--- src/rtl/rx_ingress_arbiter_if.sv ---
// AXI-Stream bundle, LANES streams wide: the per-port ingress side or the single parser side.
interface rx_ingress_arbiter_if #(
    parameter int unsigned LANES  = 1,
    parameter int unsigned DATA_W = 64
);
    logic [LANES*DATA_W-1:0] tdata;
    logic [LANES-1:0]        tvalid;
    logic [LANES-1:0]        tlast;
    logic [LANES-1:0]        tready;

    modport master (output tdata, output tvalid, output tlast, input tready);
    modport slave  (input tdata, input tvalid, input tlast, output tready);
endinterface

--- src/rtl/rx_ingress_arbiter.sv ---
// Packet-granular round-robin arbiter sharing one parser stream between NUM_PORTS ingress ports,
// with an idle watchdog that aborts and drains a stalled packet.
module rx_ingress_arbiter #(
    parameter int unsigned NUM_PORTS    = 4,
    parameter int unsigned DATA_W       = 64,
    parameter int unsigned PORT_W       = $clog2(NUM_PORTS),
    parameter int unsigned IDLE_TIMEOUT = 256
) (
    input  logic                    clk,
    input  logic                    rst_n,
    rx_ingress_arbiter_if.slave     s_axis,
    rx_ingress_arbiter_if.master    m_axis,
    output logic [PORT_W-1:0]       m_axis_tid,
    output logic                    grant_valid,
    output logic                    pkt_abort,
    output logic [NUM_PORTS-1:0]    drop_active
);

    typedef enum logic [0:0] {StIdle, StPass} state_e;

    state_e                 state_q, state_d;
    logic [PORT_W-1:0]      grant_q, grant_d;
    logic [PORT_W-1:0]      last_grant_q, last_grant_d;
    logic [15:0]            cnt_q, cnt_d, cnt_inc;
    logic                   pkt_abort_q, pkt_abort_d;
    logic [NUM_PORTS-1:0]   drop_q, drop_d;

    logic [NUM_PORTS-1:0]   eligible;
    logic [PORT_W-1:0]      pick, idx;
    logic                   pick_found;
    logic [DATA_W-1:0]      src_data;
    logic                   src_valid, src_last, beat_ok, timeout;

    assign eligible  = s_axis.tvalid & ~drop_q;
    assign src_data  = s_axis.tdata[32'(grant_q) * DATA_W +: DATA_W];
    assign src_valid = s_axis.tvalid[grant_q];
    assign src_last  = s_axis.tlast[grant_q];
    assign beat_ok   = (state_q == StPass) && src_valid && m_axis.tready[0];
    assign cnt_inc   = (cnt_q == 16'hFFFF) ? cnt_q : cnt_q + 16'd1;
    assign timeout   = (IDLE_TIMEOUT != 0) && (state_q == StPass) && !src_valid &&
                       (32'(cnt_inc) == IDLE_TIMEOUT);

    // Round-robin search starting just after the last port served.
    always_comb begin
        pick       = '0;
        pick_found = 1'b0;
        idx        = '0;
        for (int unsigned k = 1; k <= NUM_PORTS; k++) begin
            idx = PORT_W'((32'(last_grant_q) + k) % NUM_PORTS);
            if (!pick_found && eligible[idx]) begin
                pick       = idx;
                pick_found = 1'b1;
            end
        end
    end

    always_comb begin
        m_axis.tdata  = '0;
        m_axis.tvalid = '0;
        m_axis.tlast  = '0;
        m_axis_tid    = '0;
        s_axis.tready = drop_q;
        if (state_q == StPass) begin
            m_axis.tdata           = src_data;
            m_axis.tvalid[0]       = src_valid;
            m_axis.tlast[0]        = src_last;
            m_axis_tid             = grant_q;
            s_axis.tready[grant_q] = m_axis.tready[0];
        end
    end

    assign grant_valid = (state_q == StPass);
    assign pkt_abort   = pkt_abort_q;
    assign drop_active = drop_q;

    always_comb begin
        state_d      = state_q;
        grant_d      = grant_q;
        last_grant_d = last_grant_q;
        cnt_d        = cnt_q;
        pkt_abort_d  = 1'b0;
        // Dropping ports are always ready, so a presented tlast ends the drop.
        drop_d       = drop_q & ~(s_axis.tvalid & s_axis.tlast);
        unique case (state_q)
            StIdle: begin
                if (pick_found) begin
                    grant_d = pick;
                    cnt_d   = '0;
                    state_d = StPass;
                end
            end
            StPass: begin
                if (beat_ok) begin
                    cnt_d = '0;
                    if (src_last) begin
                        last_grant_d = grant_q;
                        state_d      = StIdle;
                    end
                end else if (timeout) begin
                    pkt_abort_d     = 1'b1;
                    drop_d[grant_q] = 1'b1;
                    last_grant_d    = grant_q;
                    state_d         = StIdle;
                end else if (!src_valid) begin
                    cnt_d = cnt_inc;
                end
            end
            default: state_d = StIdle;
        endcase
    end

    always_ff @(posedge clk or negedge rst_n) begin
        if (!rst_n) begin
            state_q      <= StIdle;
            grant_q      <= '0;
            last_grant_q <= PORT_W'(NUM_PORTS - 1);
            cnt_q        <= '0;
            pkt_abort_q  <= 1'b0;
            drop_q       <= '0;
        end else begin
            state_q      <= state_d;
            grant_q      <= grant_d;
            last_grant_q <= last_grant_d;
            cnt_q        <= cnt_d;
            pkt_abort_q  <= pkt_abort_d;
            drop_q       <= drop_d;
        end
    end

endmodule

--- src/flat_wrapper.sv ---
// flat-port wrapper written by rule: the top's interface ports become plain ports
module rx_ingress_arbiter_flat 
#(
    parameter int unsigned NUM_PORTS    = 4,
    parameter int unsigned DATA_W       = 64,
    parameter int unsigned PORT_W       = $clog2(NUM_PORTS),
    parameter int unsigned IDLE_TIMEOUT = 256
)
  (clk, rst_n, m_axis_tid, grant_valid, pkt_abort, drop_active, s_axis_tdata, s_axis_tvalid, s_axis_tlast, s_axis_tready, m_axis_tdata, m_axis_tvalid, m_axis_tlast, m_axis_tready);
  rx_ingress_arbiter_if #(.LANES((4)), .DATA_W(DATA_W)) s_axis_i ();
  rx_ingress_arbiter_if #(.LANES(1), .DATA_W(DATA_W)) m_axis_i ();
  input  logic clk;
  input  logic rst_n;
  output logic [PORT_W-1:0] m_axis_tid;
  output logic grant_valid;
  output logic pkt_abort;
  output logic [NUM_PORTS-1:0] drop_active;
  input wire logic [$bits(s_axis_i.tdata)-1:0] s_axis_tdata;
  input wire logic [$bits(s_axis_i.tvalid)-1:0] s_axis_tvalid;
  input wire logic [$bits(s_axis_i.tlast)-1:0] s_axis_tlast;
  output wire logic [$bits(s_axis_i.tready)-1:0] s_axis_tready;
  output wire logic [$bits(m_axis_i.tdata)-1:0] m_axis_tdata;
  output wire logic [$bits(m_axis_i.tvalid)-1:0] m_axis_tvalid;
  output wire logic [$bits(m_axis_i.tlast)-1:0] m_axis_tlast;
  input wire logic [$bits(m_axis_i.tready)-1:0] m_axis_tready;
  assign s_axis_i.tdata = s_axis_tdata;
  assign s_axis_i.tvalid = s_axis_tvalid;
  assign s_axis_i.tlast = s_axis_tlast;
  assign s_axis_tready = s_axis_i.tready;
  assign m_axis_tdata = m_axis_i.tdata;
  assign m_axis_tvalid = m_axis_i.tvalid;
  assign m_axis_tlast = m_axis_i.tlast;
  assign m_axis_i.tready = m_axis_tready;
  rx_ingress_arbiter #(.NUM_PORTS(NUM_PORTS), .DATA_W(DATA_W), .PORT_W(PORT_W), .IDLE_TIMEOUT(IDLE_TIMEOUT)) u_core (.clk(clk), .rst_n(rst_n), .s_axis(s_axis_i), .m_axis(m_axis_i), .m_axis_tid(m_axis_tid), .grant_valid(grant_valid), .pkt_abort(pkt_abort), .drop_active(drop_active));
endmodule
--- config.mk ---
export PLATFORM = sky130hd
export DESIGN_NAME = rx_ingress_arbiter_flat
export DESIGN_NICKNAME = d
export VERILOG_FILES = /design/src/rtl/rx_ingress_arbiter_if.sv /design/src/rtl/rx_ingress_arbiter.sv /design/src/flat_wrapper.sv
export SDC_FILE = /design/constraint.sdc
export NUM_CORES = 1
export LEC_CHECK = 0
export ABC_AREA = 1
export CAP_MARGIN = 20
export CORE_AREA = 3 3 133 135
export CTS_BUF_LIST = sky130_fd_sc_hd__clkbuf_8
export DETAILED_ROUTE_END_ITERATION = 8
export DIE_AREA = 0 0 136 138
export GPL_TIMING_DRIVEN = 1
export HOLD_SLACK_MARGIN = 0.08
export PLACE_DENSITY = 0.74
export SYNTH_ARGS = -nofsm -noshare
export SYNTH_HDL_FRONTEND = slang
export SYNTH_SLANG_ARGS = --single-unit
--- constraint.sdc ---
create_clock -name clk -period 2.05 [get_ports clk]
set_clock_uncertainty 0.15 [all_clocks]
set_input_delay 0.615 -clock clk [delete_from_list [all_inputs] [get_ports clk]]
set_output_delay 0.615 -clock clk [all_outputs]
set_load 0.005 [all_outputs]
Yosys cells after proc, flatten, opt, wreduce, memory -nomap -nowiden. Index checks and enable logic that the tools add are counted.

Bits in registers: 26. Input bits: 267. Output and inout bits: 78. Word-level logic and storage cells: 95.

Add/subtract/negate cells: 5. Order comparisons: 6. Equality and inequality tests: 6. Shift-type cells: 1. Mux-type cells: 48. Bitwise gates (word level): 7. Reduce and logical (&&, ||, !) cells: 16.

Operators by type and width (count): 256-bit by 9-bit variable part select with 64-bit output (1); 16-bit two-way mux (5); 64-bit two-way mux (1); 16-bit one-hot mux with 2 select lines (1); 1-bit two-way mux (20); 16-bit by 1-bit adder with 16-bit output, second input constant (1); 16-bit == test, second input constant (1); 16-bit by 9-bit == test with 1-bit output, second input constant (1); 2-bit two-way mux (8); 4-bit two-way mux (4); 2-bit by 3-bit < comparator with 1-bit output, second input constant (5); 4-bit AND (3); 1-bit binary-select mux with 2-bit select (6); 1-bit logical AND (8); 4-bit inverter (2); 3-bit != test, second input constant (2); 3-bit AND reduction (2); 2-bit by 1-bit adder with 2-bit output, second input constant (2); 2-bit adder, second input constant (2); 4-bit bitwise mux (1); 1-bit zero test (4); 2-bit by 1-bit != test with 1-bit output, second input constant (2); 4-bit bitwise OR (1); 1-bit demux with 2-bit select (1); other kinds (5) (5).

Logic depth before layout (Yosys ltp). Gate-level depths: netlist (run 1).

Depth in word-level cells: 16. Depth in mapped cells: 16. Gate-level depth less buffers: 15.

Worst setup path before layout (run 1). Ideal clock, no wire load.

Path kind: reg-to-output. Start: register u_core.grant_q[0]. End: output m_axis_tdata[13]. Data arrival time: 1.500 ns. Required time: 1.285 ns. Setup slack: -0.215 ns. Stages on the path, launching flop included: 9. Path buffers: 3. Cells stage by stage: dfrtp_1 -> buf_2 -> inv_2 -> nand2_1 -> inv_1 -> clkbuf_1 -> clkbuf_1 -> a22oi_1 -> a21oi_1.

Word-level cells in the longest chain between the ends: 2.

RTL lines: start: declaration (RTL line rx_ingress_arbiter.sv:22) `logic [PORT_W-1:0] grant_q, grant_d;`; start signal: assignment (RTL line rx_ingress_arbiter.sv:122) `grant_q <= grant_d;`; 256-bit by 9-bit variable part select with 64-bit output (RTL line rx_ingress_arbiter.sv:35) `assign src_data = s_axis.tdata[32'(grant_q) * DATA_W +: DATA_W];`; 64-bit two-way mux (RTL line rx_ingress_arbiter.sv:63) `if (state_q == StPass) begin`; end: declaration (RTL line flat_wrapper.sv:22) `output wire logic [$bits(m_axis_i.tdata)-1:0] m_axis_tdata;`.

No other way between the ends.

Worst setup path in the final report (run 1).
Start: register u_core.grant_q[1]. End: output m_axis_tdata[60].

The elaborated chain is that of the path after synthesis.

==> results of run 1 <==
per-stage QoR:
stage | hold WS, ns | std cells | setup WS, ns
after floorplan | 0.169 | 594 | -0.0117
after global placement | 0.328 | 1222 | -0.905
after detailed placement | 0.334 | 1222 | -0.895
after CTS | 0.340 | 1280 | -0.529
after global routing | 0.402 | 1300 | -0.652
final | 0.379 | 1300 | -0.587
sequential cells by signal (all words and copies together) (netlist names):
register             flops
u_core.grant_valid       1
u_core.cnt_q            16
u_core.last_grant_q      2
u_core.grant_q           2
u_core.drop_active       4
u_core.pkt_abort         1
area by class of cell:
cell class / count / area share
repair buffers: 520 / 0.513
multi-input cells: 482 / 0.370
flip-flops and latches: 26 / 0.0654
well taps: 220 / 0.0270
inverters: 43 / 0.0176
clock buffers: 4 / 0.00541
diodes: 5 / 0.00123
power by group:
part           switching (mW)  internal, mW
combinational            5.48          5.93
clock                   0.181         0.172
sequential              0.133         0.609
total                    5.80          6.71
synth_stat cells (5+ instances only):
library cell  count
nand2_1         134
a22oi_1         128
a21oi_1          68
nor2_1           49
inv_1            41
nand3_1          40
clkbuf_1         33
dfrtp_1          24
o21ai_0          15
nor2_2            8
nand4_1           6
nand2_2           5
cell families (layout without fill, tap and decap cells):
| logic type | Yosys count | count (layout) | share of synthesized area |
|---|---|---|---|
| AOI/OAI and AO/OA | 219 | 219 | 0.394 |
| and+or+nand+nor | 256 | 256 | 0.310 |
| DFF | 26 | 26 | 0.180 |
| adders and majority gates | 1 | 1 | 0.00345 |
| xor gates and xnor gates | 6 | 6 | 0.0166 |
| other | 0 | 5 | 0 |
| buffers and inverters | 86 | 567 | 0.0952 |
path summary, 6_finish.rpt:
check / startpoint / endpoint / slack [ns] / depth (start not counted)
min in group asynchronous: rst_n / u_core.cnt_q[5] / 0.55 / 2
worst min register to register: u_core.last_grant_q[0] / u_core.last_grant_q[0] / 0.38 / 2
worst max register to register: u_core.grant_q[1] / u_core.cnt_q[8] / -0.37 / 15
worst max-delay path: u_core.grant_q[1] / m_axis_tdata[60] / -0.59 / 9
worst min-delay path: u_core.last_grant_q[0] / u_core.last_grant_q[0] / 0.38 / 2
max in group asynchronous: rst_n / u_core.last_grant_q[0] / 0.88 / 2
timing repair:
action                                  in CTS  in global routing
setup buffers                               47                 28
pin swaps                                   90                117
endpoints found under the setup margin     100                101
cloned                                      14                  5
resized for setup                          478                195
critical path, cell delays in order, from the launching register on:
cell and delay (ns):
dfrtp_1 0.44, inv_2 0.09, buf_6 0.13, nor2_4 0.14, buf_6 0.16, buf_12 0.12
buf_16 0.12, a22oi_1 0.09, a21oi_2 0.16, buf_2 0.14
per-layer routing:
metal / part of all wire / global-route usage / up-vias
met5: 0.0091 / 0 / -
met2: 0.46 / 0.486 / 417
met1: 0.37 / 0.345 / 3264
met4: 0.030 / 0.0594 / 46
met3: 0.13 / 0.167 / 108
li1: - / - / 3113
==> out/qor.csv, run 1 <==
metric,value,unit
post-route-drc-count,0,
core_area,0.0166,mm2
syn_nets,862,
final_cell_mix,"clkdlybuf4s50_1, nand2_1, buf_4",
synth_top_cell_area_share,0.265,
hold_viol_final,0,
postLayoutCoreUtil,0.614,
drive_gt1_frac,0.463,
cts_tree,built,
clockBufferDepth,2,
grt_use_total,0.298,
grt_pass1_wl,42.3,mm
synthCells,594,
place_area,0.00814,mm2
clock_latency,0.28,ns
clkSlewWorstSetupHoldPaths,0.10,ns
viasPerCell,5.34,
drv_cap,0,
final_area,0.0102,mm2
ctsHoldBuffers,0,
htreeDepth,1,
register_area,666,um2
first_global_vias,6797,
grt_antenna_before_repair,28,
p_per_area,1230,mW/mm2
finalSetupTns,-42.45,ns
dr_total_vias,6948,
grt_setup_unrepaired,true,
ant_nets,0,
critPathRequiredTime,1.28,ns
crit_fanout,5,
fin_ws,-0.587,ns
layout.nets,1344,
start_util,0.219,
grt_max_degree,37,
multi_input_area,0.00377,mm2
num_rows,47,
ir_worst_vdd,624,uV
slew_viol_final,0,
worstSetupEndpointType,output pin,
violations,setup timing,
wl_per_cell,24.5,um
clock.fmax,0.379,GHz
layout_commonest_cell,clkdlybuf4s50_1,
tightest_slew,0.369,ns
numCtsBuffers,3,
gr-total-overflow,0,
io_buffer_count,344,
dpl.hpwl,22.1,mm
ys_warn_count,0,
synth_seq_cells,26,
synth.top_cells.by_area,"a22oi_1, dfrtp_1, nand2_1",
cp.arrival,1.87,ns
ys.flop_type,dfrtp_1,
drt-initial-drc-count,457,
async_reset_ff_frac,1.00,
syn_area,0.00363,mm2
path_class,reg2out,
drt-pass1-iter-count,5,
wl,31.9,mm
fp.dieArea,0.0188,mm2
setup_violations,96,
die_x,136,um
cts.sinks,26,
outcome,"complete, but fails checks",
start_kind,flop,
synthDistinctLibCells,35,
die_y,138,um
fin_crit,2.64,ns
seq_area_frac_synth,0.180,
cts_root_buf,clkbuf_8,
layout-area-overhead-vs-synth,181,%
slew_headroom,0.754,
synth-edff-count,0,
fin_crit_sh,1.29,
io-pin-count,345,
num-fill-cells,1436,
total_power,12.5,mW
p_leak,4.30,nW
synth_top_area_cell,a22oi_1,
hp-class,reg2reg,
avgSynthCellArea,6.11,um2
gp_congestion,1.01,
Note: power is estimated with default switching activity, not from simulation.
==> inputs of run 2 (changes only) <==
Settings changed: CELL_PAD_IN_SITES_DETAIL_PLACEMENT set to 0, CELL_PAD_IN_SITES_GLOBAL_PLACEMENT set to 1, CORE_AREA 3 3 133 135 to unset, CORE_ASPECT_RATIO set to 1.2, CORE_MARGIN set to 2, CORE_UTILIZATION set to 17, DIE_AREA 0 0 136 138 to unset, PLACE_DENSITY 0.74 to 0.9.
==> run 2 against run 1 <==
- the run still ends with setup timing left
- sequential power fell by 2%
- clock power rose by 34%
- count of clock-buffer cells in the layout fell by 1
- flip-flop and latch count did not move
==> out/qor.csv, run 2 (same netlist as run 1, synthesis figures left out) <==
metric,value,unit,change
outcome,"complete, but fails checks",,unchanged
violations,setup timing,,unchanged
htreeDepth,1,,unchanged
multi_input_area,0.00379,mm2,was 0.00377 mm2
layout.nets,1360,,was 1344
layout_commonest_cell,clkdlybuf4s50_1,,unchanged
gp_congestion,0.973,,was 1.01
start_util,0.173,,was 0.219
crit_family,buffers and inverters,,unchanged
drt-initial-drc-count,564,,was 457
rrSetupSlack,-0.33,ns,was -0.37 ns
ctsHoldBuffers,0,,unchanged
grt_antenna_before_repair,6,,was 28
crit_top_cell,buf_12,,was buf_6
critPathSlowestCell,dfrtp_2,,was dfrtp_1
p_per_area,1190,mW/mm2,was 1230 mW/mm2
io-pin-count,345,,unchanged
die_x,137,um,was 136 um
fin_crit_sh,1.29,,about the same
die_y,164,um,was 138 um
postLayoutCoreUtil,0.491,,was 0.614
slew_viol_final,0,,unchanged
final_cell_mix,"clkdlybuf4s50_1, buf_4, nand2_1",,"was clkdlybuf4s50_1, nand2_1, buf_4"
start_kind,flop,,unchanged
clkSlewWorstSetupHoldPaths,0.11,ns,was 0.10 ns
clockBufferDepth,2,,unchanged
drt-pass1-iter-count,5,,unchanged
drv_cap,0,,unchanged
num_rows,58,,was 47
slew_headroom,0.631,,was 0.754
post-route-drc-count,0,,unchanged
wl_per_cell,22.0,um,was 24.5 um
largest_reg_flops,16,,unchanged
first_global_vias,6505,,was 6797
io_buffer_count,344,,unchanged
ir_worst_vdd,623,uV,was 624 uV
register_area,662,um2,was 666 um2
critPathRequiredTime,1.28,ns,about the same
grt_max_degree,30,,was 37
layout-area-overhead-vs-synth,184,%,was 181%
cp.arrival,1.89,ns,was 1.87 ns
drive_gt1_frac,0.486,,was 0.463
p_leak,4.37,nW,was 4.30 nW
crit_chain,"inv_4, nor2_4, buf_6, buf_12, buf_8, buf_12, a22oi_2, a21oi_1, buf_2",,"was inv_2, buf_6, nor2_4, buf_6, buf_12, buf_16, a22oi_1, a21oi_2, buf_2"
ant_nets,0,,unchanged
grt_pass1_wl,39.6,mm,was 42.3 mm
slowest_delay,0.47,ns,was 0.44 ns
fin_ws,-0.601,ns,was -0.587 ns
clock.fmax,0.377,GHz,was 0.379 GHz
wl,30.0,mm,was 31.9 mm
path_buf_inv,6,,unchanged
hold_viol_final,0,,unchanged
numCtsBuffers,3,,unchanged
tightest_slew,0.550,ns,was 0.369 ns
dp_slack,-1.03,ns,was -0.895 ns
crit_fanout,6,,was 5
dpl.hpwl,21.3,mm,was 22.1 mm
num-fill-cells,1956,,was 1436
largest_register,u_core.cnt_q,,unchanged
gr-total-overflow,0,,unchanged
cts_root_buf,clkbuf_8,,unchanged
worstSetupEndpointType,output pin,,unchanged
fin_crit,2.65,ns,was 2.64 ns
setup_violations,96,,unchanged
cts_tree,built,,unchanged
hp-class,reg2reg,,unchanged
fp.dieArea,0.0225,mm2,was 0.0188 mm2
dr_total_vias,6876,,was 6948
cts.sinks,26,,unchanged
viasPerCell,5.03,,was 5.34
grt_use_total,0.238,,was 0.298
grt_setup_unrepaired,true,,unchanged
clock_latency,0.30,ns,was 0.28 ns
core_area,0.0210,mm2,was 0.0166 mm2
path_class,reg2out,,unchanged
[run 2: changes by cell type in the layout (fill, tap and decap cells not counted), moves of 5 or more]
cell / before / now
nand2_2: 21 / 37
buf_4: 90 / 106
buf_16: 11 / 6
a22oi_2: 80 / 74
a21oi_1: 53 / 41
a22oi_1: 48 / 54
a21oi_2: 13 / 24
nand2_4: 25 / 13
inv_2: 7 / 12
buf_6: 42 / 47
[run 2: timing repair]
action / CTS / global route
resized for setup: 474 / 196
gates cloned: 12 / 6
setup buffers: 45 / 24
endpoints found under the setup margin: 101 / 99
pin swaps: 86 / 108
[run 2: cell type report]
| class | instances | share of cell area |
|---|---|---|
| antenna | 5 | 0.00122 |
| clock buffer | 3 | 0.00401 |
| clock inverter | 1 | 0.00292 |
| inverter | 43 | 0.0174 |
| multi-input combinational | 484 | 0.369 |
| sequential | 26 | 0.0643 |
| tap | 270 | 0.0328 |
| timing repair buffer | 533 | 0.508 |
| timing repair inverter | 1 | 0.000608 |
[run 2: per-stage QoR]
step           total power [mW]  instances  setup TNS, ns  cell area, um2  hold WS (ns)
2_1_floorplan              4.02        594         -0.116            3690         0.169
3_3_place_gp               8.90       1285         -58.59            8300         0.325
3_5_place_dp               8.92       1285         -59.44            8300         0.336
4_1_cts                    10.9       1343         -39.34            9540         0.362
5_1_grt                    12.9       1363         -46.35           10300         0.390
6_report                   12.2       1366         -39.69           10300         0.355
[run 2: tightest hold or removal path, delay by kind of cell, from the launching register on]
family / cells / cell delay [ns]
flops: 1 / 0.41
simple gates: 2 / 0.11
[run 2: path summary, 6_finish.rpt]
kind                            depth (start not counted)              startpoint                     end
worst min-delay path                                    2  u_core.last_grant_q[0]  u_core.last_grant_q[0]
worst max register to register                         14       u_core.grant_q[0]         u_core.cnt_q[9]
worst min register to register                          2  u_core.last_grant_q[0]  u_core.last_grant_q[0]
min in group asynchronous                               2                   rst_n        u_core.pkt_abort
max in group asynchronous                               2                   rst_n  u_core.last_grant_q[1]
worst max-delay path                                    9       u_core.grant_q[0]        m_axis_tdata[27]
[run 2: report_power, final]
| group | leakage, nW | internal, mW | total (mW) | switching [mW] |
|---|---|---|---|---|
| clock network | 0.0357 | 0.263 | 0.473 | 0.210 |
| logic | 4.00 | 5.70 | 11.0 | 5.32 |
| registers | 0.336 | 0.610 | 0.729 | 0.119 |
| total | 4.37 | 6.57 | 12.2 | 5.65 |
[run 2: routing by layer]
layer  track usage  wire length, um  up-vias
met1         0.300            11800     3273
met2         0.393            13900      385
met4        0.0576              973        2
met3        0.0731             3260       72
met5             0               13        -
li1              -                -     3144
==> inputs of run 3 (changes only) <==
Clock period 2.05 ns to 2.2 ns, I/O delays scaled along.
==> run 3 against run 2 <==
- the run still ends with setup timing left
- sequential power down 6.6%
- routed wire length fell by 2.6%
- critical path depth is the same
- first-iteration DRC count decreased by 2.5%
- count of clock-buffer cells in the layout is the same
- cell count increased by 0.95%
- die area is the same
- largest cell class unchanged
==> out/qor.csv, run 3 (same netlist as run 1, synthesis figures left out) <==
metric,value,unit,change
outcome,"complete, but fails checks",,unchanged
violations,setup timing,,unchanged
register_area,658,um2,was 662 um2
drt-initial-drc-count,550,,was 564
pwr-share-comb,0.917,,was 0.902
ctsHoldBuffers,0,,unchanged
io-pin-count,345,,unchanged
p_per_area,1160,mW/mm2,was 1190 mW/mm2
setup_violations,95,,was 96
grt_pass1_wl,41.2,mm,was 39.6 mm
ir_worst_vdd,657,uV,was 623 uV
hp-class,reg2reg,,unchanged
layout-area-overhead-vs-synth,187,%,was 184%
cts.sinks,26,,unchanged
total_power,12.1,mW,was 12.2 mW
io_buffer_count,344,,unchanged
slew_viol_final,0,,unchanged
start_kind,flop,,unchanged
numCtsBuffers,3,,unchanged
final_cell_mix,"clkdlybuf4s50_1, buf_4, nand2_1",,unchanged
die_x,137,um,unchanged
clock.fmax,0.368,GHz,
intPower,6.58,mW,was 6.57 mW
grt_max_degree,33,,was 30
fin_crit_sh,1.23,,
p_leak,4.44,nW,was 4.37 nW
seqPwrFrac,0.056,,was 0.060
clock_latency,0.30,ns,about the same
slew_headroom,0.739,,was 0.631
dp_slack,-0.970,ns,was -1.03 ns
layout_commonest_cell,clkdlybuf4s50_1,,unchanged
cts_root_buf,clkbuf_8,,unchanged
dpl.hpwl,20.8,mm,was 21.3 mm
p_sw_frac,0.455,,was 0.462
grt_use_total,0.245,,was 0.238
path_class,reg2out,,unchanged
num_rows,58,,unchanged
grt_setup_unrepaired,true,,unchanged
num-fill-cells,1951,,was 1956
clockBufferDepth,2,,unchanged
core_area,0.0210,mm2,unchanged
layout.nets,1378,,was 1360
p_switching,5.49,mW,was 5.65 mW
largest_register,u_core.cnt_q,,unchanged
worstSetupEndpointType,output pin,,unchanged
drt-pass1-iter-count,5,,unchanged
antennaDiodeCount,0,,was 5
htreeDepth,1,,unchanged
viasPerCell,4.96,,was 5.03
fp.dieArea,0.0225,mm2,unchanged
clkSlewWorstSetupHoldPaths,0.11,ns,about the same
grt_antenna_before_repair,0,,was 6
cts_tree,built,,unchanged
fin_crit,2.72,ns,
cp.arrival,1.91,ns,was 1.89 ns
drive_gt1_frac,0.476,,was 0.486
post-route-drc-count,0,,unchanged
hold_viol_final,0,,unchanged
first_global_vias,6895,,was 6505
die_y,164,um,unchanged
wl_per_cell,21.2,um,was 22.0 um
start_util,0.173,,unchanged
crit_fanout,6,,unchanged
critPathRequiredTime,1.39,ns,was 1.28 ns
fin_ws,-0.517,ns,was -0.601 ns
drv_cap,0,,unchanged
gp_congestion,0.958,,was 0.973
dr_total_vias,6835,,was 6876
clockPowerShare,0.027,,was 0.039
gr-total-overflow,0,,unchanged
largest_reg_flops,16,,unchanged
worst_hold_slack,0.404,ns,was 0.355 ns
ant_nets,0,,unchanged
wl,29.2,mm,was 30.0 mm
tightest_slew,0.392,ns,was 0.550 ns
multi_input_area,0.00368,mm2,was 0.00379 mm2
rrSetupSlack,-0.27,ns,was -0.33 ns
postLayoutCoreUtil,0.497,,was 0.491
run 3: changes by cell type in the layout (fill, tap and decap cells not counted), moves of 6 or more:
cell     change
nand2_2     -11
nand3_1      +8
a21oi_1      -7
buf_12      +11
a22oi_2     +16
nand3_4      -7
nand2_1     +14
a21oi_2      +8
a22oi_1     -16
nor2_1       +8
inv_1        +6
run 3: area by class of cell:
class | count | share of cell area
clock buffers | 3 | 0.00396
clock inverters | 1 | 0.000360
inverters | 43 | 0.0162
multi-input cells | 483 | 0.354
flip-flops and latches | 26 | 0.0631
well taps | 270 | 0.0324
repair buffers | 553 | 0.530
run 3: power by group through the flow:
| stage | sequential (mW) | combinational (mW) | clock, mW |
|---|---|---|---|
| finish | 0.681 | 11.1 | 0.321 |
| global route | 0.690 | 11.8 | 0.331 |
| global placement | 0.655 | 8.17 | 0 |
| detailed placement | 0.656 | 8.17 | 0 |
| CTS | 0.659 | 10.2 | 0.314 |
| floorplan | 0.616 | 3.05 | 0 |
run 3: final timing paths:
path / from / end / cells past startpoint
min in group asynchronous: rst_n / u_core.cnt_q[4] / 2
setup reg to reg: u_core.grant_q[0] / u_core.cnt_q[11] / 17
hold / removal: u_core.cnt_q[3] / u_core.cnt_q[3] / 2
setup / recovery: u_core.grant_q[1] / m_axis_tdata[38] / 9
max in group asynchronous: rst_n / u_core.last_grant_q[1] / 2
hold reg to reg: u_core.cnt_q[3] / u_core.cnt_q[3] / 2
run 3: repair_timing:
| item | in CTS | in global routing |
|---|---|---|
| cloned | 10 | 2 |
| resized for setup | 520 | 138 |
| setup endpoints to repair | 100 | 98 |
| setup buffers | 66 | 23 |
| pin swaps | 89 | 95 |
run 3: metal layers:
metal,track usage,part of all wire,vias up
li1,-,-,3166
met5,0,0,-
met2,0.424,0.49,377
met3,0.0512,0.080,63
met1,0.308,0.40,3229
met4,0.0590,0.029,0
run 3: stage by stage:
step | cell area [um2] | TNS, ns | instances
floorplan | 3640 | -3.55 | 594
global placement | 8450 | -52.62 | 1296
detailed placement | 8450 | -53.27 | 1296
CTS | 9820 | -29.95 | 1368
global route | 10400 | -40.27 | 1379
finish | 10400 | -32.77 | 1379
run 3: critical path: stages (launching register included):
cell,delay [ns]
dfrtp_1,0.42
buf_6,0.14
nor2_4,0.19
buf_12,0.16
buf_12,0.12
buf_16,0.12
buf_12,0.10
a22oi_2,0.07
a21oi_1,0.15
buf_2,0.14
